<file path="src/rtl/sha256_host_pkg.sv">
// Shared types and constants for the SHA-256 UART host controller.
package sha256_host_pkg;

  localparam int unsigned BlockBytesDefault  = 64;
  localparam int unsigned DigestBytesDefault = 32;
  localparam int unsigned TxCntW             = 6;
  localparam int unsigned RxCntW             = 5;
  localparam int unsigned DigestW            = 256;

  typedef enum logic [2:0] {
    S_IDLE,
    S_FETCH,
    S_SEND,
    S_WAIT_TX,
    S_RECV,
    S_DONE
  } host_state_e;

endpackage

</file>
<file path="src/rtl/sha256_uart_host.sv">
// Requester side of the SHA-256 UART byte protocol: streams one padded 64-byte
// block out through a UART transmitter, then shifts the 32 returned digest bytes
// into a 256-bit word. Optional receive timeout: define SHA256_HOST_TIMEOUT_EN.
module sha256_uart_host
  import sha256_host_pkg::*;
#(
  parameter int unsigned BLOCK_BYTES    = BlockBytesDefault,
  parameter int unsigned DIGEST_BYTES   = DigestBytesDefault,
  parameter int unsigned TIMEOUT_CYCLES = 2000000
) (
  input  logic               clk,
  input  logic               rst_n,
  input  logic               start,
  input  logic               s_valid,
  input  logic [7:0]         s_data,
  output logic               s_ready,
  output logic               tx_dv_out,
  output logic [7:0]         tx_byte_out,
  input  logic               tx_active_in,
  input  logic               tx_done_in,
  input  logic               rx_dv_in,
  input  logic [7:0]         rx_byte_in,
  output logic               busy,
  output logic [DigestW-1:0] digest_out,
  output logic               digest_valid,
  output logic               err_timeout
);

  host_state_e         state_q, state_d;
  logic [TxCntW-1:0]   tx_cnt_q, tx_cnt_d;
  logic [RxCntW-1:0]   rx_cnt_q, rx_cnt_d;
  logic                rx_full_q, rx_full_d;
  logic                start_pend_q, start_pend_d;
  logic [7:0]          tx_byte_q, tx_byte_d;
  logic [DigestW-1:0]  digest_q, digest_d;
  logic                s_ready_q, tx_dv_q, busy_q, digest_valid_q;
  logic                timeout_hit;

`ifdef SHA256_HOST_TIMEOUT_EN
  localparam int unsigned ToCntW = $clog2(TIMEOUT_CYCLES);

  logic [ToCntW-1:0] to_cnt_q, to_cnt_d;
  logic              err_q;

  // Idle-cycle counter in S_RECV; any received byte restarts the window.
  always_comb begin
    to_cnt_d = '0;
    if (state_q == S_RECV && !rx_dv_in) begin
      to_cnt_d = to_cnt_q + 1'b1;
    end
  end

  assign timeout_hit = (state_q == S_RECV) && !rx_dv_in &&
                       (to_cnt_d == ToCntW'(TIMEOUT_CYCLES - 1));

  // Timeout counter and sticky error flag (cleared by an accepted start).
  always_ff @(posedge clk or negedge rst_n) begin
    if (!rst_n) begin
      to_cnt_q <= '0;
      err_q    <= 1'b0;
    end else begin
      to_cnt_q <= to_cnt_d;
      if (state_q == S_IDLE && start) begin
        err_q <= 1'b0;
      end else if (timeout_hit && !rx_full_q) begin
        err_q <= 1'b1;
      end
    end
  end

  assign err_timeout = err_q;
`else
  // No counter: S_RECV waits for the full digest; parameter kept referenced.
  assign timeout_hit = 1'b0 && (TIMEOUT_CYCLES != 0);
  assign err_timeout = 1'b0;
`endif

  // Next-state, counters and data path.
  always_comb begin
    state_d      = state_q;
    tx_cnt_d     = tx_cnt_q;
    rx_cnt_d     = rx_cnt_q;
    rx_full_d    = rx_full_q;
    start_pend_d = start_pend_q;
    tx_byte_d    = tx_byte_q;
    digest_d     = digest_q;
    unique case (state_q)
      S_IDLE: begin
        if (start) begin
          tx_cnt_d  = '0;
          rx_cnt_d  = '0;
          rx_full_d = 1'b0;
        end
        // Hold a start request until the transmitter is free.
        if (start || start_pend_q) begin
          if (tx_active_in) begin
            start_pend_d = 1'b1;
          end else begin
            start_pend_d = 1'b0;
            state_d      = S_FETCH;
          end
        end
      end
      S_FETCH: begin
        if (s_valid) begin
          tx_byte_d = s_data;
          state_d   = S_SEND;
        end
      end
      S_SEND: state_d = S_WAIT_TX;
      S_WAIT_TX: begin
        if (tx_done_in) begin
          if (tx_cnt_q == TxCntW'(BLOCK_BYTES - 1)) begin
            state_d = S_RECV;
          end else begin
            tx_cnt_d = tx_cnt_q + 1'b1;
            state_d  = S_FETCH;
          end
        end
      end
      S_RECV: begin
        // rx_full_q delays the exit by one cycle after the last byte.
        if (rx_full_q || timeout_hit) begin
          state_d = S_DONE;
        end else if (rx_dv_in) begin
          digest_d = {digest_q[DigestW-9:0], rx_byte_in};
          if (rx_cnt_q == RxCntW'(DIGEST_BYTES - 1)) begin
            rx_full_d = 1'b1;
          end else begin
            rx_cnt_d = rx_cnt_q + 1'b1;
          end
        end
      end
      S_DONE:  state_d = S_IDLE;
      default: state_d = S_IDLE;
    endcase
  end

  // State and registered outputs; outputs are decoded from the next state.
  always_ff @(posedge clk or negedge rst_n) begin
    if (!rst_n) begin
      state_q        <= S_IDLE;
      tx_cnt_q       <= '0;
      rx_cnt_q       <= '0;
      rx_full_q      <= 1'b0;
      start_pend_q   <= 1'b0;
      tx_byte_q      <= 8'h00;
      digest_q       <= '0;
      s_ready_q      <= 1'b0;
      tx_dv_q        <= 1'b0;
      busy_q         <= 1'b0;
      digest_valid_q <= 1'b0;
    end else begin
      state_q        <= state_d;
      tx_cnt_q       <= tx_cnt_d;
      rx_cnt_q       <= rx_cnt_d;
      rx_full_q      <= rx_full_d;
      start_pend_q   <= start_pend_d;
      tx_byte_q      <= tx_byte_d;
      digest_q       <= digest_d;
      s_ready_q      <= (state_d == S_FETCH);
      tx_dv_q        <= (state_d == S_SEND);
      busy_q         <= (state_d != S_IDLE);
      digest_valid_q <= (state_d == S_DONE);
    end
  end

  assign s_ready      = s_ready_q;
  assign tx_dv_out    = tx_dv_q;
  assign tx_byte_out  = tx_byte_q;
  assign busy         = busy_q;
  assign digest_out   = digest_q;
  assign digest_valid = digest_valid_q;

endmodule

</file>
<file path="config.mk">
export PLATFORM = sky130hd
export DESIGN_NAME = sha256_uart_host
export DESIGN_NICKNAME = d
export VERILOG_FILES = /design/src/rtl/sha256_host_pkg.sv /design/src/rtl/sha256_uart_host.sv
export SDC_FILE = /design/constraint.sdc
export NUM_CORES = 1
export LEC_CHECK = 0
export CORE_ASPECT_RATIO = 0.6
export CORE_MARGIN = 2
export CORE_UTILIZATION = 52
export DETAILED_ROUTE_END_ITERATION = 10
export GPL_TIMING_DRIVEN = 1
export PLACE_DENSITY = 0.82
export SYNTH_ARGS = -nofsm -noshare
export SYNTH_HDL_FRONTEND = slang
export SYNTH_SLANG_ARGS = --single-unit
</file>
<file path="constraint.sdc">
create_clock -name clk -period 5.25 [get_ports clk]
set_input_delay 1.05 -clock clk [delete_from_list [all_inputs] [get_ports clk]]
set_output_delay 1.05 -clock clk [all_outputs]
set_load 0.1 [all_outputs]
</file>
==> results.py, run 1 <==
metrics = {
    "synthesis": {
        "ys_seq_area_share_pct": 65.2,
        "yosys_most_used_dff": "dfrtp_1",
        "yosys-top-cells-area": "dfrtp_1 (65%), nand2_1 (27%), buf_2 (1.1%)",
        "synth.avg_cell_area_um2": 9.07,
        "netlist_area_um2": 10900,
        "syn_nets": 1228,
        "synth.top_cell.area_share_pct": 65.2,
        "yosys.area.top_type": "dfrtp_1",
        "synthMuxAreaShare_pct": 1.29,
        "synth_fa_ha_area_share_pct": 0.344,
        "synth_most_common_cell": "nand2_1",
        "syn_inst": 1202,
        "yosys-top-cells-count": "nand2_1 (783), dfrtp_1 (284), clkbuf_1 (30), buf_2 (25), mux2_2 (8)",
        "async_reset_ff_share_pct": 100,
        "synth_top_family_by_area": "simple AND/OR/NAND/NOR gates",
        "yosysWarnings": 0,
        "ys_ff_latch": 284,
        "synth_edf_count": 0,
        "yosys.area_share.simple_pct": 29.1,
        "synth.lib_cells_used.distinct": 39,
        "synthXorXnorAreaFrac_pct": 0.0804,
        "synth_compound_area_share_pct": 1.14,
    },
    "global_routing": {
        "antenna_found_initial": 0,
        "grt_start_max_net_pins": 194,
        "grt_pass1_wl_um": 44300,
        "grt_pass1_vias": 8671,
        "grt_overflow": 0,
        "grt_use_total_pct": 25.0,
    },
    "cells_and_area": {
        "stdcell_area_um2": 14800,
        "fillCellCount": 1498,
        "area.growth.synth_to_final_pct": 35.7,
        "nets": 1494,
        "drive_gt1_share_pct": 4.05,
        "antenna_cells": 0,
        "postLayoutCoreUtil_pct": 72.9,
    },
    "floorplan": {
        "num_io_pins": 292,
        "start_util_pct": 53.8,
        "die-area_um2": 22200,
        "die_w_um": 191,
        "rows": 40,
        "fp.coreArea_um2": 20300,
        "die_h_um": 116,
    },
    "drt": {
        "drc": 0,
        "drt-pass1-iter-count": 5,
        "via_per_inst": 5.00,
        "drt_iter0_drc": 662,
        "wirelength_um": 27400,
        "routedWlPerCell_um": 15.6,
        "vias": 8771,
        "antenna_left": 0,
    },
    "timing": {
        "fin_crit_ps": 3290,
        "relSlewSlack_pct": 29.6,
        "finClkSkew_ps": 9.26,
        "setup_violations": 0,
        "slew_viol_final": 0,
        "max_freq_mhz": 304,
        "period_share_pct": 62.8,
        "timing.setup.tns_ps": 0,
        "hold_violations": 0,
        "grt_setup_unrepaired": "false",
        "tightest_slew_ps": 1050,
    },
    "worst_setup_path": {
        "critPathBufInv": 1,
        "slowest_delay_ps": 1200,
        "path_max_fanout": 3,
        "crit_type": "flip-flop to output pin",
        "critPathLaunch": "digest_out[133]",
        "timing.rr.start": "state_q[1]",
        "path_cells": "clkdlybuf4s50_1",
        "worstSetupEndpointType": "output pin",
        "cp_data_required_time_ps": 4200,
        "worstSetupStartpointType": "flip-flop",
        "critPathTopFamily": "buffers and inverters",
        "cpMaxStageDelayCell": "clkdlybuf4s50_1",
        "crit_arrival_ps": 2240,
    },
    "clock_network": {
        "cts.sinks": 284,
        "cts_buffers": 26,
        "cts_resized": 0,
        "cts_hold_buf": 0,
        "htreeDepth": 1,
        "root_buffer": "clkbuf_16",
        "postCtsSetupBuffers": 0,
        "path_clk_slew_ps": 60,
        "clockBufferDepth": 3,
        "clk_latency_ps": 520,
        "cts_tree": "built",
    },
    "placement": {
        "placed_area_um2": 14000,
        "place_congestion": 0.796,
        "dp.final_hpwl_um": 18000,
        "numPortBuffers": 290,
    },
    "job": {
        "cap_violations": 0,
    },
    "hold_path": {
        "min_from": "rx_cnt_q[3]",
        "hold_path.class": "flip-flop to flip-flop",
    },
    "pwr": {
        "p_leak_nw": 7.73,
        "peakVddDrop_v": 0.000478,
        "power-per-cell-area_nw_per_um2": 323,
    },
    "status": {
        "status": "completed",
    },
}
==> power breakdown <==
group	switching (mW)	internal (mW)	total [mW]	leakage [nW]
Combinational	0.471	0.173	0.644	3.40
Sequential	0.0552	2.25	2.31	3.93
Clock	0.784	1.04	1.82	0.398
==> routing by layer <==
| layer | wire length [µm] | GRT usage (%) |
|---|---|---|
| met3 | 2210 | 7.18 |
| met5 | 0 | 0 |
| met1 | 12100 | 35.0 |
| met2 | 12400 | 38.8 |
| met4 | 748 | 7.29 |
==> worst register-to-register path, delay by kind of cell (launching register included) <==
family | cells | cell delay, ps
flops | 1 | 480
simple gates | 4 | 1270
buf+inv | 1 | 510
==> layout by cell type (no fill, tap or decap), drive strengths merged, types with 2 or more instances in the layout <==
cell / instances
nand2: 783
clkdlybuf4s50: 289
dfrtp: 284
clkbuf: 36
buf: 10
mux2: 8
inv: 7
o21ai: 6
mux2i: 5
nand3: 4
nor2: 4
clkinv: 4
a21oi: 3
nor3: 3
nand4: 3
ha: 3
nor4b: 3
nor3b: 3
or3b: 2
nand3b: 2
a32o: 2
==> cells by family after synthesis <==
logic type                 after synthesis
and+or+nand+nor                        814
xor gates and xnor gates                 1
DFF                                    284
buffers and inverters                   68
adders and majority gates                3
muxes                                   13
AOI/OAI and AO/OA                       18
other                                    1
==> state kept, by name, summed over array words and instances, names as in the netlist <==
| signal | flops |
|---|---|
| busy | 1 |
| digest_out | 256 |
| digest_valid | 1 |
| rx_cnt_q | 5 |
| rx_full_q | 1 |
| s_ready | 1 |
| start_pend_q | 1 |
| state_q | 3 |
| tx_byte_out | 8 |
| tx_cnt_q | 6 |
| tx_dv_out | 1 |
==> final timing paths <==
path	to	cells past startpoint	slack [ps]
max in group asynchronous	digest_out[218]	2	3410
min reg2reg	rx_cnt_q[3]	1	480
min	rx_cnt_q[3]	1	480
min in group asynchronous	digest_out[4]	1	540
max	digest_out[133]	1	1960
max reg2reg	digest_out[30]	5	2930
==> cell type report <==
type / count / area (µm²) / area share, %
Sequential cell: 284 / 7110 / 48.1
Timing Repair Buffer: 299 / 3010 / 20.4
Clock buffer: 36 / 749 / 5.07
Multi-Input combinational cell: 850 / 3490 / 23.6
Tap cell: 273 / 342 / 2.31
Clock inverter: 6 / 61.3 / 0.415
Inverter: 7 / 26.3 / 0.178
==> through the flow <==
step / std cells / power (mW) / hold slack, ps / worst slack (ps)
2_1_floorplan: 1202 / 2.81 / 437 / 3180
3_3_place_gp: 1713 / 2.99 / 459 / 2390
3_5_place_dp: 1713 / 3.00 / 467 / 2360
4_1_cts: 1755 / 4.81 / 478 / 1980
5_1_grt: 1755 / 4.96 / 491 / 1950
6_report: 1755 / 4.78 / 481 / 1960
No activity file was read; power rests on OpenSTA's default activity.
==> run 2, diff against run 1 <==
CORE_UTILIZATION = 48   (was 52)
PLACE_DENSITY = 0.76   (was 0.82)
clock period = 3.25 ns   (was 5.25 ns; I/O delays follow)
==> run 2 against run 1 <==
  * Largest power group unchanged
  * Global-route usage decreased by 2.8 points
  * Clock-buffer cell count grew 4
  * Via count fell by 0.91%
  * Critical path depth rose by 4
  * Die area rose by 8.1%
  * Hold slack worse by 370 ps
  * Clock power increased by 74%
  * Highest routed layer unchanged
  * Final cell count up 2.4%
  * Clock skew is 1.1 ps lower
  * Core utilization down 8.5 points
  * Sequential share of layout area grew 1.6 points
==> results.py, run 2 (synthesized netlist as in run 1, its figures left out) <==
metrics = {
    "worst_setup_path": {
        "worstSetupEndpointType": "flip-flop",
        "crit_type": "flip-flop to flip-flop",
        "path_cells": "nor3b_2 -> nand3b_1 -> buf_12 -> nand2_1 -> nand2_1",
        "path_max_fanout": 101,
        "crit_path_frequent_cell": "nand2_1",
        "critPathBufInv": 1,
        "cp_data_required_time_ps": 3660,
        "cpMaxStageDelayCell": "dfrtp_1",
        "crit_arrival_ps": 2660,
        "slowest_delay_ps": 510,
        "critPathTopFamily": "simple AND/OR/NAND/NOR gates",
        "worstSetupStartpointType": "flip-flop",
    },
    "floorplan": {
        "fp.coreArea_um2": 22200,
        "die_h_um": 121,
        "start_util_pct": 49.1,
        "die_w_um": 199,
        "num_io_pins": 292,
        "rows": 42,
        "die-area_um2": 24000,
    },
    "clock_network": {
        "cts_buffers": 27,
        "postCtsSetupBuffers": 0,
        "cts_hold_buf": 0,
        "cts.sinks": 284,
        "root_buffer": "clkbuf_16",
        "cts_tree": "built",
        "clockBufferDepth": 3,
        "path_clk_slew_ps": 60,
        "cts_resized": 0,
        "clk_latency_ps": 520,
        "htreeDepth": 1,
    },
    "drt": {
        "wirelength_um": 26600,
        "via_per_inst": 4.84,
        "drt_iter0_drc": 639,
        "vias": 8691,
        "antenna_left": 0,
        "routedWlPerCell_um": 14.8,
        "drt-pass1-iter-count": 5,
        "drc": 0,
    },
    "cells_and_area": {
        "nets": 1499,
        "final_cells": 1797,
        "layout_commonest_cell": "nand2_1",
        "antenna_cells": 0,
        "final_cell_mix": "nand2_1 (783), dfrtp_1 (284), buf_4 (275), clkbuf_16 (27), clkdlybuf4s50_1 (21)",
        "fillCellCount": 1842,
        "largest_reg_flops": 256,
        "drive_gt1_share_pct": 22.3,
        "area.growth.synth_to_final_pct": 31.2,
    },
    "global_routing": {
        "grt_use_total_pct": 22.2,
        "grt_overflow": 0,
        "grt_pass1_vias": 8303,
        "grt_pass1_wl_um": 43000,
        "met3_usage_pct": 5.41,
        "grt_start_max_net_pins": 141,
        "met2_usage_pct": 33.9,
        "top_usage_layer": "met2",
        "antenna_found_initial": 0,
        "met1_usage_pct": 32.3,
    },
    "timing": {
        "timing.setup.tns_ps": 0,
        "fin_crit_ps": 2250,
        "whs_ps": 108,
        "tightest_slew_ps": 672,
        "finClkSkew_ps": 8.14,
        "hold_violations": 0,
        "slew_viol_final": 0,
        "period_share_pct": 69.4,
        "grt_setup_unrepaired": "false",
        "relSlewSlack_pct": 55.2,
        "max_freq_mhz": 444,
        "postLayoutSetupSlackWorst_ps": 996,
        "setup_violations": 0,
    },
    "pwr": {
        "peakVddDrop_v": 0.000411,
        "power-per-cell-area_nw_per_um2": 554,
        "p_leak_nw": 8.34,
    },
    "placement": {
        "numPortBuffers": 290,
        "dp.final_hpwl_um": 17800,
        "place_congestion": 0.817,
        "dp.cells": 1752,
        "pre_cts_slack_ps": 848,
    },
    "status": {
        "status": "completed",
    },
    "hold_path": {
        "hold_path.class": "input pin to async pin",
    },
    "job": {
        "cap_violations": 0,
    },
}
==> run 2: cell type report <==
| type | instances | area (µm²) | area share (%) |
|---|---|---|---|
| inverter | 7 | 26.3 | 0.184 |
| sequential | 284 | 7110 | 49.7 |
| timing repair buffer | 303 | 2410 | 16.9 |
| multi-input combinational | 850 | 3490 | 24.4 |
| clock inverter | 5 | 110 | 0.770 |
| tap | 308 | 385 | 2.69 |
| clock buffer | 40 | 774 | 5.42 |
==> run 2: stage by stage <==
stage               total power, mW  instance area [µm²]  utilization, %
detailed placement             4.83                13400            60.5
CTS                            8.02                14300            64.5
global placement               4.82                13400            60.5
floorplan                      4.54                10900               -
global route                   8.25                14300            64.5
finish                         7.92                14300            64.5
==> run 2: final timing paths <==
check	slack (ps)	cells past startpoint	to	startpoint
max	1000	5	digest_out[133]	state_q[2]
min	110	1	tx_byte_out[0]	rst_n
max reg2reg	1000	5	digest_out[133]	state_q[2]
min reg2reg	460	1	rx_cnt_q[3]	rx_cnt_q[3]
max in group asynchronous	2290	2	digest_out[70]	rst_n
min in group clk	460	1	rx_cnt_q[3]	rx_cnt_q[3]
==> run 2: where the power goes <==
group | switching [mW] | leakage, nW | internal (mW)
Clock | 1.28 | 0.431 | 1.88
Sequential | 0.0948 | 3.93 | 3.64
Combinational | 0.764 | 3.98 | 0.264
==> run 2: routing by layer <==
layer	up-vias	part of all wire, %	wire [µm]
met4	0	2.2	590
met5	-	0	0
met2	216	45	12000
li1	4221	-	-
met1	4211	46	12200
met3	43	6.8	1800
==> run 2: worst register-to-register path, delay by kind of cell, from the launching register on <==
family,cells,cell delay [ps]
simple gates,4,1240
flops,1,510
buf+inv,1,390
